==> config.mk <==
export PLATFORM = sky130hd
export DESIGN_NAME = simon_inv_key_sched
export DESIGN_NICKNAME = d
export VERILOG_FILES = /design/src/rtl/simon_inv_key_sched.sv
export SDC_FILE = /design/constraint.sdc
export NUM_CORES = 1
export LEC_CHECK = 0
export CORE_ASPECT_RATIO = 0.7
export CORE_MARGIN = 2
export CORE_UTILIZATION = 25
export CTS_BUF_LIST = sky130_fd_sc_hd__clkbuf_16
export DETAILED_ROUTE_END_ITERATION = 12
export GPL_TIMING_DRIVEN = 0
export MAX_ROUTING_LAYER = met4
export PLACE_DENSITY_LB_ADDON = 0.05
export REMOVE_ABC_BUFFERS = 1
export SLEW_MARGIN = 20
export SYNTH_ARGS = -nofsm -noshare
export SYNTH_HDL_FRONTEND = slang
export SYNTH_SLANG_ARGS = --single-unit
==> constraint.sdc <==
create_clock -name clk -period 2.4 [get_ports clk]
set_clock_uncertainty 0.1 [all_clocks]
set_input_delay 0.72 -clock clk [delete_from_list [all_inputs] [get_ports clk]]
set_output_delay 0.72 -clock clk [all_outputs]
set_load 0.1 [all_outputs]
==> src/rtl/simon_inv_key_sched.sv <==
// SIMON64/128 inverse key schedule: expands the master key forward to
// the last four round keys, then streams k[ROUNDS-1] down to k[0].
module simon_inv_key_sched #(
    parameter int ROUNDS = 44
) (
    input  logic         clk,
    input  logic         rst_n,
    input  logic         start,
    input  logic [127:0] key,
    output logic         busy,
    output logic         rk_valid,
    input  logic         rk_ready,
    output logic [31:0]  rk_data,
    output logic [5:0]   rk_idx,
    output logic         done
);

    localparam logic [1:0] IDLE   = 2'd0;
    localparam logic [1:0] EXPAND = 2'd1;
    localparam logic [1:0] EMIT   = 2'd2;

    localparam logic [31:0] C = 32'hFFFF_FFFC;
    localparam logic [61:0] Z3 =
        62'b11011011101011000110010111100000010010001010011100110100001111;
    // Padded to 64 bits so z[i] is simply Z64[~i] with a 6-bit index.
    localparam logic [63:0] Z64 = {Z3, 2'b00};

    localparam logic [5:0] EXP_LAST = 6'(ROUNDS - 5);
    localparam logic [5:0] IDX_LAST = 6'(ROUNDS - 1);

    logic [1:0]  state;
    logic [31:0] w0, w1, w2, w3;
    logic [5:0]  cnt;
    logic        done_q;
    logic [31:0] nxt_fwd;
    logic [31:0] nxt_bwd;
    logic        emit;

    function automatic logic [31:0] f_mix(input logic [31:0] a,
                                          input logic [31:0] b);
        logic [31:0] t;
        t = {a[2:0], a[31:3]} ^ b;
        return t ^ {t[0], t[31:1]};
    endfunction

    function automatic logic [31:0] zword(input logic [5:0] i);
        return {31'd0, Z64[~i]};
    endfunction

    always_comb begin
        nxt_fwd = w0 ^ C ^ zword(cnt) ^ f_mix(w3, w1);
        nxt_bwd = '0;
        if (cnt >= 6'd4)
            nxt_bwd = w3 ^ C ^ zword(cnt - 6'd4) ^ f_mix(w2, w0);
    end

    always_ff @(posedge clk or negedge rst_n) begin
        if (!rst_n) begin
            state  <= IDLE;
            w0     <= '0;
            w1     <= '0;
            w2     <= '0;
            w3     <= '0;
            cnt    <= '0;
            done_q <= 1'b0;
        end else begin
            done_q <= 1'b0;
            case (state)
                IDLE: begin
                    if (start) begin
                        w0    <= key[31:0];
                        w1    <= key[63:32];
                        w2    <= key[95:64];
                        w3    <= key[127:96];
                        cnt   <= '0;
                        state <= EXPAND;
                    end
                end
                EXPAND: begin
                    w0 <= w1;
                    w1 <= w2;
                    w2 <= w3;
                    w3 <= nxt_fwd;
                    if (cnt == EXP_LAST) begin
                        cnt   <= IDX_LAST;
                        state <= EMIT;
                    end else begin
                        cnt <= cnt + 6'd1;
                    end
                end
                EMIT: begin
                    if (rk_ready) begin
                        w3  <= w2;
                        w2  <= w1;
                        w1  <= w0;
                        w0  <= nxt_bwd;
                        cnt <= cnt - 6'd1;
                        if (cnt == 6'd0) begin
                            state  <= IDLE;
                            done_q <= 1'b1;
                        end
                    end
                end
                default: state <= IDLE;
            endcase
        end
    end

    // Data/index are forced to zero outside EMIT so idle outputs stay clean.
    assign emit     = (state == EMIT);
    assign busy     = (state != IDLE);
    assign rk_valid = emit;
    assign rk_data  = emit ? w3 : '0;
    assign rk_idx   = emit ? cnt : '0;
    assign done     = done_q;

endmodule
# Word level (Yosys, flattened, before mapping)
# Memories as Yosys holds them, arrays and structs flattened.
# Cells that the tools add are included.
# classes
add_sub_neg,3
mul,0
n_div,0
order_cmp,3
eq_ne,7
shift,0
muxes,29
bitwise,12
n_reduce_logical,6
# op_table
cell,n
case mux 32 bit (3 select lines),4
two-way mux 32 bit,10
bitwise XOR 32 bit,6
bitwise XOR 32 x 1 -> 32 bit,2
NOT 30 bit,2
two-way mux 6 bit,4
case mux 6 bit (3 select lines),1
< comparator 6 x 7 -> 1 bit (second input constant),2
NOT 6 bit,2
two-way mux 2 bit,4
adder 6 x 1 -> 6 bit (second input constant),1
equality test 6 bit (second input constant),1
>= comparator 6 x 3 -> 1 bit (second input constant),1
logical NOT 6 bit,1
!= test 2 bit (second input constant),3
case mux 2 bit (3 select lines),1
subtractor 6 x 1 -> 6 bit (second input constant),1
subtractor 6 x 3 -> 6 bit (second input constant),1
two-way mux 1 bit,5
AND reduction 4 bit,1
AND reduction 3 bit,1
nonzero test 3 bit,1
equality test 2 x 1 -> 1 bit (second input constant),1
equality test 2 bit (second input constant),1
3 further kinds,3
# totals
reg_bits,137
latch_bits,0
ramBits,0
rom_bits,128
input_bits,132
output_inout_bits,41
elab_cells,69
mem_count,2
# memory_table
name,words,width,rd,rd_ports_with_merged_regs,wr,line,text
(no name shown),64,1,1,0,0,47,"return {31'd0, Z64[~i]};"
(no name shown),64,1,1,0,0,47,

# Longest topological paths before layout
# Gate-level depths: netlist of run 1.
# logic_depth
word_depth,9
mapped_depth,10
ltp_nobuf,9

# Least setup slack after synthesis of run 1
# OpenSTA, ideal clock, no wires.
# synth_path
path_type,register to output
from,register state[0]
to,output port rk_data[0]
arrival_ps,3246
t_required_ps,1580
setup_slack_ps,-1666
stages_incl_launch_ff,7
path_buffers,2
path_cell_list,dfrtp_1 inv_1 ha_1 clkbuf_1 buf_2 inv_1 nor2_1
# synth_between
elab_chain_len,2
# synth_rtl
element,line,text
from (decl),31,logic [1:0] state;
from (signal assigned),59,state <= IDLE;
from (signal assigned),76,state <= EXPAND;
from (signal assigned),86,state <= EMIT;
equality test 2 bit,110,assign emit = (state == EMIT);
via rk_valid,11,"output logic rk_valid,"
two-way mux 32 bit,113,assign rk_data = emit ? w3 : '0;
to (decl),13,"output logic [31:0] rk_data,"
# The timed path passes the listed nets, and every way through them passes these cells.

# Worst setup path in the final report of run 1
# layout_path
from,register state[0]
to,output port rk_idx[3]
# layout_between
elab_chain_len,2
# layout_rtl
element,line,text
equality test 2 bit,110,
two-way mux 6 bit,114,assign rk_idx = emit ? cnt : '0;
to (decl),14,"output logic [5:0] rk_idx,"
# No other way between the ends.

==> out/results.ini, run 1 <==
[power]
cell_internal_pwr_mw=11.5
comb_power_share=0.608
sw_frac=0.453
pwr-share-clk=0.139
leakage_nw=5.55
cellPowerDensity_nw_per_um2=1470
worst_vdd_rail_ir_drop_mv=0.505
power_frac_seq=0.253
netSwitchingPower_mw=9.57

[place]
place.port_buffers=172
routabilityCongestion=0.764
dp_hpwl_mm=23.5
placed_cells=1747

[synth]
netlist-cell-type-count=49
ys_seq_area_frac=0.351
async_flop_share=1.00
synth-main-ff-cell=dfrtp_1
synth.area.top_cells=dfrtp_1, xnor2_1, a221oi_1
syn_avg_cell_area_um2=8.66
number_of_warning_messages_in_the_yosys_log=0
synth.largest_area_cell=dfrtp_1
netlist_area_um2=9770
synth.ff_latch_count=137
synth_edf_count=0
synth_largest_type_area_fraction=0.351
syn-instance-count=1129

[layout]
drive_above_1_share=0.172
nNetsFinal=1451
instances_no_fill=1840
synthToLayoutAreaGrowth_pct=46.6
antenna-diode-count=0

[route]
remaining_number_of_nets_flagged_by_the_antenna_check_after_routing=0
via_count=9189
drt_iter0_drc=664
route.detailed.drc=0
detail_route.first_pass.iterations=5
avgViaCountPerCell=4.99
post_drt_wl_per_cell_um=22.1
totalWireLength_mm=40.6

[worst_setup_path]
critical_path_peak_fanout=6
path_class=flop to output pin
worst-endpoint-arrival_ns=1.84
r2r.worst_path.cells=8
worst_ep_required_time_ns=1.58
reg_to_reg_start=state[1]
rr_endpoint=w2[16]
critPathLaunchType=flop
critical_path.endpoint_type=output pin
reg2reg_slack_ns=0.02

[timing]
finalWorstPathRequiredPeriod_ns=2.66
worst_slack_ns=-0.260
setup_viol=39
post-route-period-util=1.11
rsz_0062_raised_after_global_routing=true
hold_ws_ns=0.128
timing_hold_violations_final=0
worst-slew-pin-transition_ns=0.626
setup_tns_ns=-7.25
maxSlewViolCount=0
max_freq_mhz=376
timing.slew.headroom=0.583

[clock_tree]
tritoncts_clock_tree=yes
clock_insertion_delay_worst_skew_ns=0.45
cts_root_buffer=clkbuf_16
cts_num_sinks=137
cts.path.max_buffers=2
ctsHtreeMaxLevel=4
post_cts_hold_buffer_count=0
cts_made_buffers=17
path_clk_slew_ns=0.07

[floorplan]
die_h_um=169
floorplan.initialDensity=0.254
rows=60
area_inside_the_core_boundary_um2=38500
die_extent_in_x_um=240
full_die_area_um2=40700
io_pins=173

[status]
run_status=finished, violations left
failed_checks=setup timing

[grt]
grt_pass1_wl_mm=59.5
gr-total-overflow=0
grt_antenna_before_repair=0
grt.total_usage=0.201
first_global_vias=9052
grt_max_degree=73

[hold_path]
hp-class=input pin to async pin

[job]
max_cap_viol_count=0

-- cells in the mapped netlist, types with 2 or more instances --
master      n
a21o_1     29
a21oi_1    31
a221o_1     6
a221oi_1   64
a22o_1      2
a22oi_1    25
a32oi_1     3
and2_1     33
buf_1       2
buf_2      15
clkbuf_1   77
dfrtp_1   137
ha_1       19
inv_1      13
inv_2       3
mux2i_1     8
mux4_1      2
nand2_1   145
nand2b_1    3
nand3_1     4
nand4_1     2
nand4b_1    2
nor2_1     75
nor2b_1     2
nor3_1      4
nor4_1      2
o211ai_1   33
o21ai_0   106
o22ai_1     4
o31ai_1    64
or3_1       2
xnor2_1   158
xor2_1     38
-- registers in the layout, indices dropped and copies added (netlist names) --
name,flops
cnt,6
w3,32
w1,32
w0,32
w2,32
done,1
state,2
-- cells in the final DEF, fill, tap and decap left out, drive strengths merged, types with 29 or more instances in the layout --
cell type,synthesis,final
o211ai,33,33
nand2,145,145
xnor2,158,158
dfrtp,137,137
a21oi,31,31
o31ai,64,64
and2,33,33
o21ai,106,106
a221oi,65,65
a21o,29,29
nor2,75,75
buf,19,104
clkdlybuf4s50,0,130
xor2,38,38
-- cell type report --
type	instances	area [µm²]
Tap cell	527	659
Clock inverter	15	193
Inverter	16	70.1
Sequential cell	137	3440
Timing Repair Buffer	246	3300
Multi-Input combinational cell	882	6240
Fill cell	3902	24200
Clock buffer	17	425
-- through the flow --
stage	utilization	total power [mW]	instance area, µm²	setup WS (ns)
floorplan	-	14.1	9380	-5.72
global placement	0.305	14.8	11800	-9.60
detailed placement	0.316	17.4	12200	-1.42
CTS	0.362	20.7	13900	-0.258
global route	0.372	22.9	14300	-0.324
finish	0.372	21.1	14300	-0.260
-- per-layer routing --
| metal | vias up | routed length, µm | GRT usage |
|---|---|---|---|
| met5 | - | 0 | - |
| met4 | 0 | 294 | 0.0359 |
| met3 | 19 | 1390 | 0.0277 |
| met2 | 186 | 18100 | 0.294 |
| met1 | 4591 | 20900 | 0.295 |
| li1 | 4393 | - | - |
-- worst max-delay path, cell delays in order (launching register included) --
cell and delay [ns]:
dfrtp_1 0.40, inv_2 0.09, ha_4 0.23, buf_16 0.14, clkinvlp_4 0.09, buf_12 0.15, nor2_4 0.10, buf_12 0.18
-- how the worst max path moves through the flow --
stage / startpoint / to / cells after the start
3_3_place_gp: state[0] / w0[0] / 8
6_report: state[0] / rk_idx[3] / 7
2_1_floorplan: state[0] / w0[0] / 7
5_1_grt: state[0] / rk_idx[2] / 7
3_5_place_dp: state[0] / rk_data[4] / 5
4_1_cts: state[0] / rk_data[20] / 6
-- power groups by stage --
stage | Combinational [mW] | Clock [mW] | Sequential, mW
floorplan | 9.43 | 0 | 4.68
global route | 14.2 | 3.10 | 5.55
detailed placement | 12.0 | 0 | 5.35
global placement | 9.71 | 0 | 5.08
finish | 12.8 | 2.94 | 5.34
CTS | 12.3 | 3.02 | 5.33
-- kinds of logic after synthesis --
logic type	after synthesis	synth area share
compound gates	375	0.264
simple gates	278	0.122
xor+xnor	196	0.176
flops	137	0.351
buf+inv	112	0.0461
fa+ha+maj	19	0.0243
mux	12	0.0170
-- repair_timing --
| action | in CTS | in global routing |
|---|---|---|
| hold endpoints to repair | 0 | 0 |
| gates resized for setup | 422 | 34 |
| endpoints found under the setup margin | 175 | 99 |
| buffers inserted | 33 | 14 |
| pin swaps | 9 | 2 |
| gates cloned | 9 | 8 |
No activity file was read; power rests on OpenSTA's default activity.
==> inputs of run 2 (changes only) <==
--- a/config.mk
+++ b/config.mk
@@ -10,11 +10,10 @@
 export CORE_UTILIZATION = 25
 export CTS_BUF_LIST = sky130_fd_sc_hd__clkbuf_16
 export DETAILED_ROUTE_END_ITERATION = 12
-export GPL_TIMING_DRIVEN = 0
 export MAX_ROUTING_LAYER = met4
 export PLACE_DENSITY_LB_ADDON = 0.05
 export REMOVE_ABC_BUFFERS = 1
-export SLEW_MARGIN = 20
+export SLEW_MARGIN = 30
 export SYNTH_ARGS = -nofsm -noshare
 export SYNTH_HDL_FRONTEND = slang
 export SYNTH_SLANG_ARGS = --single-unit
==> run 2 against run 1 <==
The run still ends with setup timing left. Register-to-register slack improved by 0.04 ns. First-iteration DRC count fell by 11%. Via count fell by 3.8%. Final cell count fell by 0.49%. Flip-flop and latch count did not move. Setup slack improved by 0.15 ns. Non-clock buffer count fell by 7. Critical path depth fell by 1. Hold slack got worse by 0.029 ns. Wire length fell by 10%. Count of clock-buffer cells in the layout did not move.
==> out/results.ini, run 2 (synthesized netlist as in run 1, its figures left out) <==
[worst_setup_path]
max_stage_delay_ns=0.38  ; -0.02 ns
path_class=flop to output pin
cells_along_the_critical_path=inv_2 -> ha_4 -> clkinvlp_4 -> buf_12 -> nor2_4 -> buf_12
critical_path.endpoint_type=output pin
rr_endpoint=w2[3]
worst-endpoint-arrival_ns=1.69  ; -0.15 ns
critical_path_buf_inv_count=4  ; -1
worst_ep_required_time_ns=1.58  ; about the same
timing.critical_path.max_delay_family=buffers and inverters
r2r.worst_path.cells=6  ; -2
most_used_cell_along_the_critical_path=buf_12
critical-path-slowest-cell=dfrtp_1
critPathLaunchType=flop
reg2reg_slack_ns=0.06  ; +0.04 ns
critical_path_peak_fanout=6  ; unchanged
reg_to_reg_start=state[1]

[floorplan]
floorplan.initialDensity=0.254  ; unchanged
rows=60  ; unchanged
io_pins=173  ; unchanged
full_die_area_um2=40700  ; unchanged
die_extent_in_x_um=240  ; unchanged
area_inside_the_core_boundary_um2=38500  ; unchanged
die_h_um=169  ; unchanged

[route]
route.detailed.drc=0  ; unchanged
remaining_number_of_nets_flagged_by_the_antenna_check_after_routing=0  ; unchanged
post_drt_wl_per_cell_um=20.0  ; -9.5%
avgViaCountPerCell=4.83  ; -3.3%
drt_iter0_drc=593  ; -11%
detail_route.first_pass.iterations=5  ; unchanged
via_count=8842  ; -3.8%
totalWireLength_mm=36.6  ; -10%

[clock_tree]
tritoncts_clock_tree=yes
cts.path.max_buffers=2  ; unchanged
cts_root_buffer=clkbuf_16
ctsHtreeMaxLevel=4  ; unchanged
cts_num_sinks=137  ; unchanged
post_cts_hold_buffer_count=0  ; unchanged
path_clk_slew_ns=0.06  ; about the same
cts_made_buffers=17  ; unchanged
clock_insertion_delay_worst_skew_ns=0.45  ; about the same

[layout]
synthToLayoutAreaGrowth_pct=39.6
fin_util=0.354  ; -0.0178
num-fill-cells=3964  ; +1.6%
most-common-layout-cells=xnor2_1, nand2_1, dfrtp_1, clkdlybuf4s50_1, o21ai_0
nNetsFinal=1442  ; -0.62%
multiInputGateArea_um2=6080  ; -2.6%
antenna-diode-count=0  ; unchanged
drive_above_1_share=0.153  ; -0.0195
instances_no_fill=1831  ; -0.49%
layout.cells.most_common=xnor2_1
final-seq-area_um2=3430  ; -0.18%
postLayoutCellArea_um2=13600  ; -4.8%

[grt]
first_global_vias=9003  ; -0.54%
grt_antenna_before_repair=0  ; unchanged
grt.total_usage=0.190  ; -0.0110
grt_pass1_wl_mm=56.9  ; -4.5%
grt_max_degree=171  ; +130%
gr-total-overflow=0  ; unchanged

[timing]
hold_ws_ns=0.0990  ; -0.0287 ns
rsz_0062_raised_after_global_routing=true
finalWorstPathRequiredPeriod_ns=2.51  ; -0.153 ns
post-route-period-util=1.04  ; -0.0636
maxSlewViolCount=0  ; unchanged
setup_tns_ns=-3.00  ; +4.25 ns
timing.slew.headroom=0.516  ; -0.0670
setup_viol=36  ; -7.7%
timing_hold_violations_final=0  ; unchanged
worst_slack_ns=-0.108  ; +0.153 ns
max_freq_mhz=399  ; +6.1%
worst-slew-pin-transition_ns=0.726  ; +0.101 ns

[place]
dpl-instance-area_um2=12800  ; +5.5%
routabilityCongestion=0.784  ; +2.6%
place.port_buffers=172  ; unchanged
placed_cells=1790  ; +2.5%
dp_hpwl_mm=25.0  ; +6.3%

[status]
failed_checks=setup timing
run_status=finished, violations left

[power]
leakage_nw=5.29  ; -4.7%
worst_vdd_rail_ir_drop_mv=0.674  ; +33%
cellPowerDensity_nw_per_um2=1470  ; -0.50%

[hold_path]
hp-class=input pin to async pin

[job]
max_cap_viol_count=0  ; unchanged

[run 2: cell count changes in the layout (fill, tap and decap cells not counted), sizes merged]
cell and change:
buf +4, bufbuf -4, bufinv -4, clkbuf -6
clkdlybuf4s15 -1, clkinv +4, or3 -2
[run 2: cell type report]
type                            instances  area share
Timing Repair Buffer                  239       0.211
Clock inverter                         15     0.00706
Tap cell                              527      0.0483
Inverter                               16     0.00504
Sequential cell                       137       0.251
Clock buffer                           17      0.0312
Multi-Input combinational cell        880       0.446
[run 2: power by group]
part	switching [mW]	leakage (nW)	internal [mW]	total [mW]
registers	1.86	1.67	3.45	5.31
clock network	1.10	0.269	1.39	2.48
logic	6.17	3.36	6.04	12.2
total	9.13	5.29	10.9	20.0
[run 2: worst max-delay path by stage]
stage / from / endpoint / cells after the start
global placement: start / w0[24] / 5
detailed placement: start / w0[23] / 5
finish: state[0] / rk_idx[3] / 6
global route: state[0] / rk_idx[0] / 6
CTS: state[0] / rk_idx[3] / 5
floorplan: state[0] / w0[0] / 7
[run 2: what timing repair did]
| item | CTS | global route |
|---|---|---|
| setup endpoints to repair | 46 | 168 |
| pin swaps | 1 | 6 |
| resized for setup | 40 | 40 |
| hold endpoints to repair | 0 | 0 |
| gates cloned | 2 | 0 |
| setup buffers | 8 | 2 |
[run 2: per-stage QoR]
step | setup WS [ns] | total power [mW]
4_1_cts | -0.177 | 20.2
3_5_place_dp | -0.346 | 17.6
3_3_place_gp | -0.304 | 17.6
5_1_grt | -0.192 | 21.9
6_report | -0.108 | 20.0
2_1_floorplan | -5.72 | 14.1
[run 2: metal layers]
layer / GRT usage / part of all wire / vias up
li1: - / - / 4356
met1: 0.279 / 0.53 / 4321
met2: 0.274 / 0.43 / 150
met3: 0.0337 / 0.030 / 15
met4: 0.0286 / 0.0070 / 0
met5: - / 0 / -
[run 2: worst register-to-register path: stages, from the launching register on]
cell,delay (ns)
dfrtp_1,0.41
ha_4,0.22
buf_6,0.14
nor2b_2,0.16
or3_4,0.39
buf_16,0.26
o31ai_1,0.54
==> inputs of run 3 (changes only) <==
--- a/config.mk
+++ b/config.mk
@@ -5,7 +5,6 @@
 export SDC_FILE = /design/constraint.sdc
 export NUM_CORES = 1
 export LEC_CHECK = 0
-export CORE_ASPECT_RATIO = 0.7
 export CORE_MARGIN = 2
 export CORE_UTILIZATION = 25
 export CTS_BUF_LIST = sky130_fd_sc_hd__clkbuf_16
==> run 3 against run 2 <==
The run still ends with setup timing left. Via count is 1.3% higher. Wire length down 0.37%. Utilization rose by 0.92 points. Global-route usage is 0.56 points lower. Final cell count up 0.87%. Critical endpoint is now rk_idx[0]. Largest power group unchanged. Highest routed layer unchanged.
==> out/results.ini, run 3 (synthesized netlist as in run 1, its figures left out) <==
[worst_setup_path]
critical-path-slowest-cell=dfrtp_1
cells_along_the_critical_path=inv_2 -> ha_4 -> buf_12 -> clkinvlp_4 -> nor2_2 -> buf_12
critPathLaunchType=flop
startpoint=state[0]
reg_to_reg_start=state[1]
critical_path_peak_fanout=6  ; unchanged
critical_path_buf_inv_count=4  ; unchanged
path_class=flop to output pin
most_used_cell_along_the_critical_path=buf_12
r2r.worst_path.cells=8  ; +2
max_stage_delay_ns=0.38  ; about the same
worst-endpoint-arrival_ns=1.75  ; +0.06 ns
critical_path.endpoint_type=output pin
timing.critical_path.max_delay_family=buffers and inverters
critical_path_cell_count=6  ; unchanged
worst_ep_required_time_ns=1.58  ; about the same

[timing]
timing_hold_violations_final=0  ; unchanged
post-route-period-util=1.07  ; +0.0261
maxSlewViolCount=0  ; unchanged
setup_viol=36  ; unchanged
worst_slack_ns=-0.170  ; -0.0627 ns
rsz_0062_raised_after_global_routing=true
worst-slew-pin-transition_ns=0.591  ; -0.135 ns
max_freq_mhz=389  ; -2.4%
timing.slew.headroom=0.606  ; +0.0903
finalWorstPathRequiredPeriod_ns=2.57  ; +0.0627 ns

[power]
totalPowerFinal_mw=20.3  ; +1.5%
worst_vdd_rail_ir_drop_mv=0.597  ; -11%
leakage_nw=5.49  ; +3.7%
cellPowerDensity_nw_per_um2=1450  ; -1.5%

[grt]
grt.total_usage=0.184  ; -0.00559
grt_pass1_wl_mm=56.4  ; -0.89%
gr-total-overflow=0  ; unchanged
grt_antenna_before_repair=1  ; +1
use_met2=0.297  ; +0.0232
use_met1=0.245  ; -0.0340
grt.busiest_layer=met2
grt_max_degree=52  ; -70%
use_met3=0.0267  ; -0.00694
first_global_vias=9276  ; +3.0%

[hold_path]
hp-class=input pin to async pin

[layout]
antenna-diode-count=0  ; unchanged
synthToLayoutAreaGrowth_pct=43.7
drive_above_1_share=0.169  ; +0.0167
num-fill-cells=3882  ; -2.1%
nNetsFinal=1468  ; +1.8%
final-seq-area_um2=3430  ; about the same
most-common-layout-cells=xnor2_1, nand2_1, dfrtp_1, clkdlybuf4s50_1, o21ai_0
layout.cells.most_common=xnor2_1
multiInputGateArea_um2=6080  ; about the same
postLayoutCellArea_um2=14000  ; +3.0%

[route]
post_drt_wl_per_cell_um=19.7  ; -1.2%
totalWireLength_mm=36.4  ; -0.37%
remaining_number_of_nets_flagged_by_the_antenna_check_after_routing=0  ; unchanged
via_count=8956  ; +1.3%
detail_route.first_pass.iterations=5  ; unchanged
avgViaCountPerCell=4.85  ; +0.41%
drt_iter0_drc=508  ; -14%
route.detailed.drc=0  ; unchanged

[clock_tree]
cts_root_buffer=clkbuf_16
cts_num_sinks=137  ; unchanged
ctsHtreeMaxLevel=4  ; unchanged
path_clk_slew_ns=0.06  ; about the same
tritoncts_clock_tree=yes
post_cts_hold_buffer_count=0  ; unchanged
cts.path.max_buffers=2  ; unchanged
cts_made_buffers=17  ; unchanged
clock_insertion_delay_worst_skew_ns=0.44  ; about the same

[floorplan]
full_die_area_um2=40700  ; about the same
die_h_um=202  ; +19%
io_pins=173  ; unchanged
die_extent_in_x_um=202  ; -16%
area_inside_the_core_boundary_um2=38600  ; +0.35%
rows=72  ; +20%
floorplan.initialDensity=0.253  ; -0.000887

[status]
failed_checks=setup timing
run_status=finished, violations left

[place]
dpl-instance-area_um2=13100  ; +1.8%
routabilityCongestion=0.799  ; +2.0%
place.port_buffers=172  ; unchanged
dp_hpwl_mm=25.7  ; +2.8%

[job]
max_cap_viol_count=0  ; unchanged

## run 3: changes by cell type in the layout (fill, tap and decap cells not counted), sizes merged
cell / previous run / this run
buf: 108 / 131
clkbuf: 17 / 21
inv: 19 / 15
clkinvlp: 3 / 6
bufbuf: 1 / 0
## run 3: cell type report
| class | count | area share |
|---|---|---|
| clock inverters | 14 | 0.00793 |
| flip-flops and latches | 137 | 0.244 |
| clock buffers | 17 | 0.0303 |
| well taps | 518 | 0.0461 |
| multi-input cells | 880 | 0.433 |
| inverters | 16 | 0.00481 |
| repair buffers | 265 | 0.234 |
## run 3: worst paths after layout
check                            end  slack [ns]
hold / removal                 w2[5]        0.14
setup / recovery           rk_idx[0]       -0.17
hold reg to reg               w1[27]        0.45
min in group clk              w1[27]        0.45
setup reg to reg              w1[12]        0.07
max in group asynchronous     cnt[0]        1.42
## run 3: timing repair
| action | 4_1_cts | 5_1_grt |
|---|---|---|
| resized for setup | 40 | 17 |
| endpoints found under the setup margin | 39 | 80 |
| cloned | 1 | 4 |
| pin swaps | 3 | 1 |
| setup buffers | 10 | 7 |
## run 3: report_power, final
| part | internal (mW) | switching, mW | leakage (nW) | total (mW) |
|---|---|---|---|---|
| clock network | 1.40 | 1.12 | 0.261 | 2.52 |
| logic | 6.30 | 6.19 | 3.56 | 12.5 |
| registers | 3.45 | 1.84 | 1.67 | 5.29 |
| total | 11.2 | 9.15 | 5.49 | 20.3 |
## run 3: per-layer routing
| metal | up-vias | share of wire |
|---|---|---|
| li1 | 4410 | - |
| met1 | 4369 | 0.48 |
| met2 | 159 | 0.48 |
| met3 | 18 | 0.029 |
| met4 | 0 | 0.0085 |
| met5 | - | 0 |
## run 3: through the flow
step                setup WS [ns]  setup TNS, ns   util  instances  hold slack (ns)
finish                     -0.170          -4.89  0.363       1847            0.139
global route               -0.277          -7.72  0.363       1847            0.166
CTS                        -0.232          -5.82  0.358       1837            0.155
detailed placement         -0.242         -17.03  0.338       1795            0.438
global placement           -0.197         -14.96  0.338       1795            0.436
floorplan                   -5.72        -840.44      -       1033            0.324
## run 3: worst register-to-register path, delay by kind of cell, from the launching register on
family	cells	cell delay (ns)
simple gates	2	0.67
compound gates	1	0.28
buf+inv	4	0.62
fa+ha+maj	1	0.17
flops	1	0.40
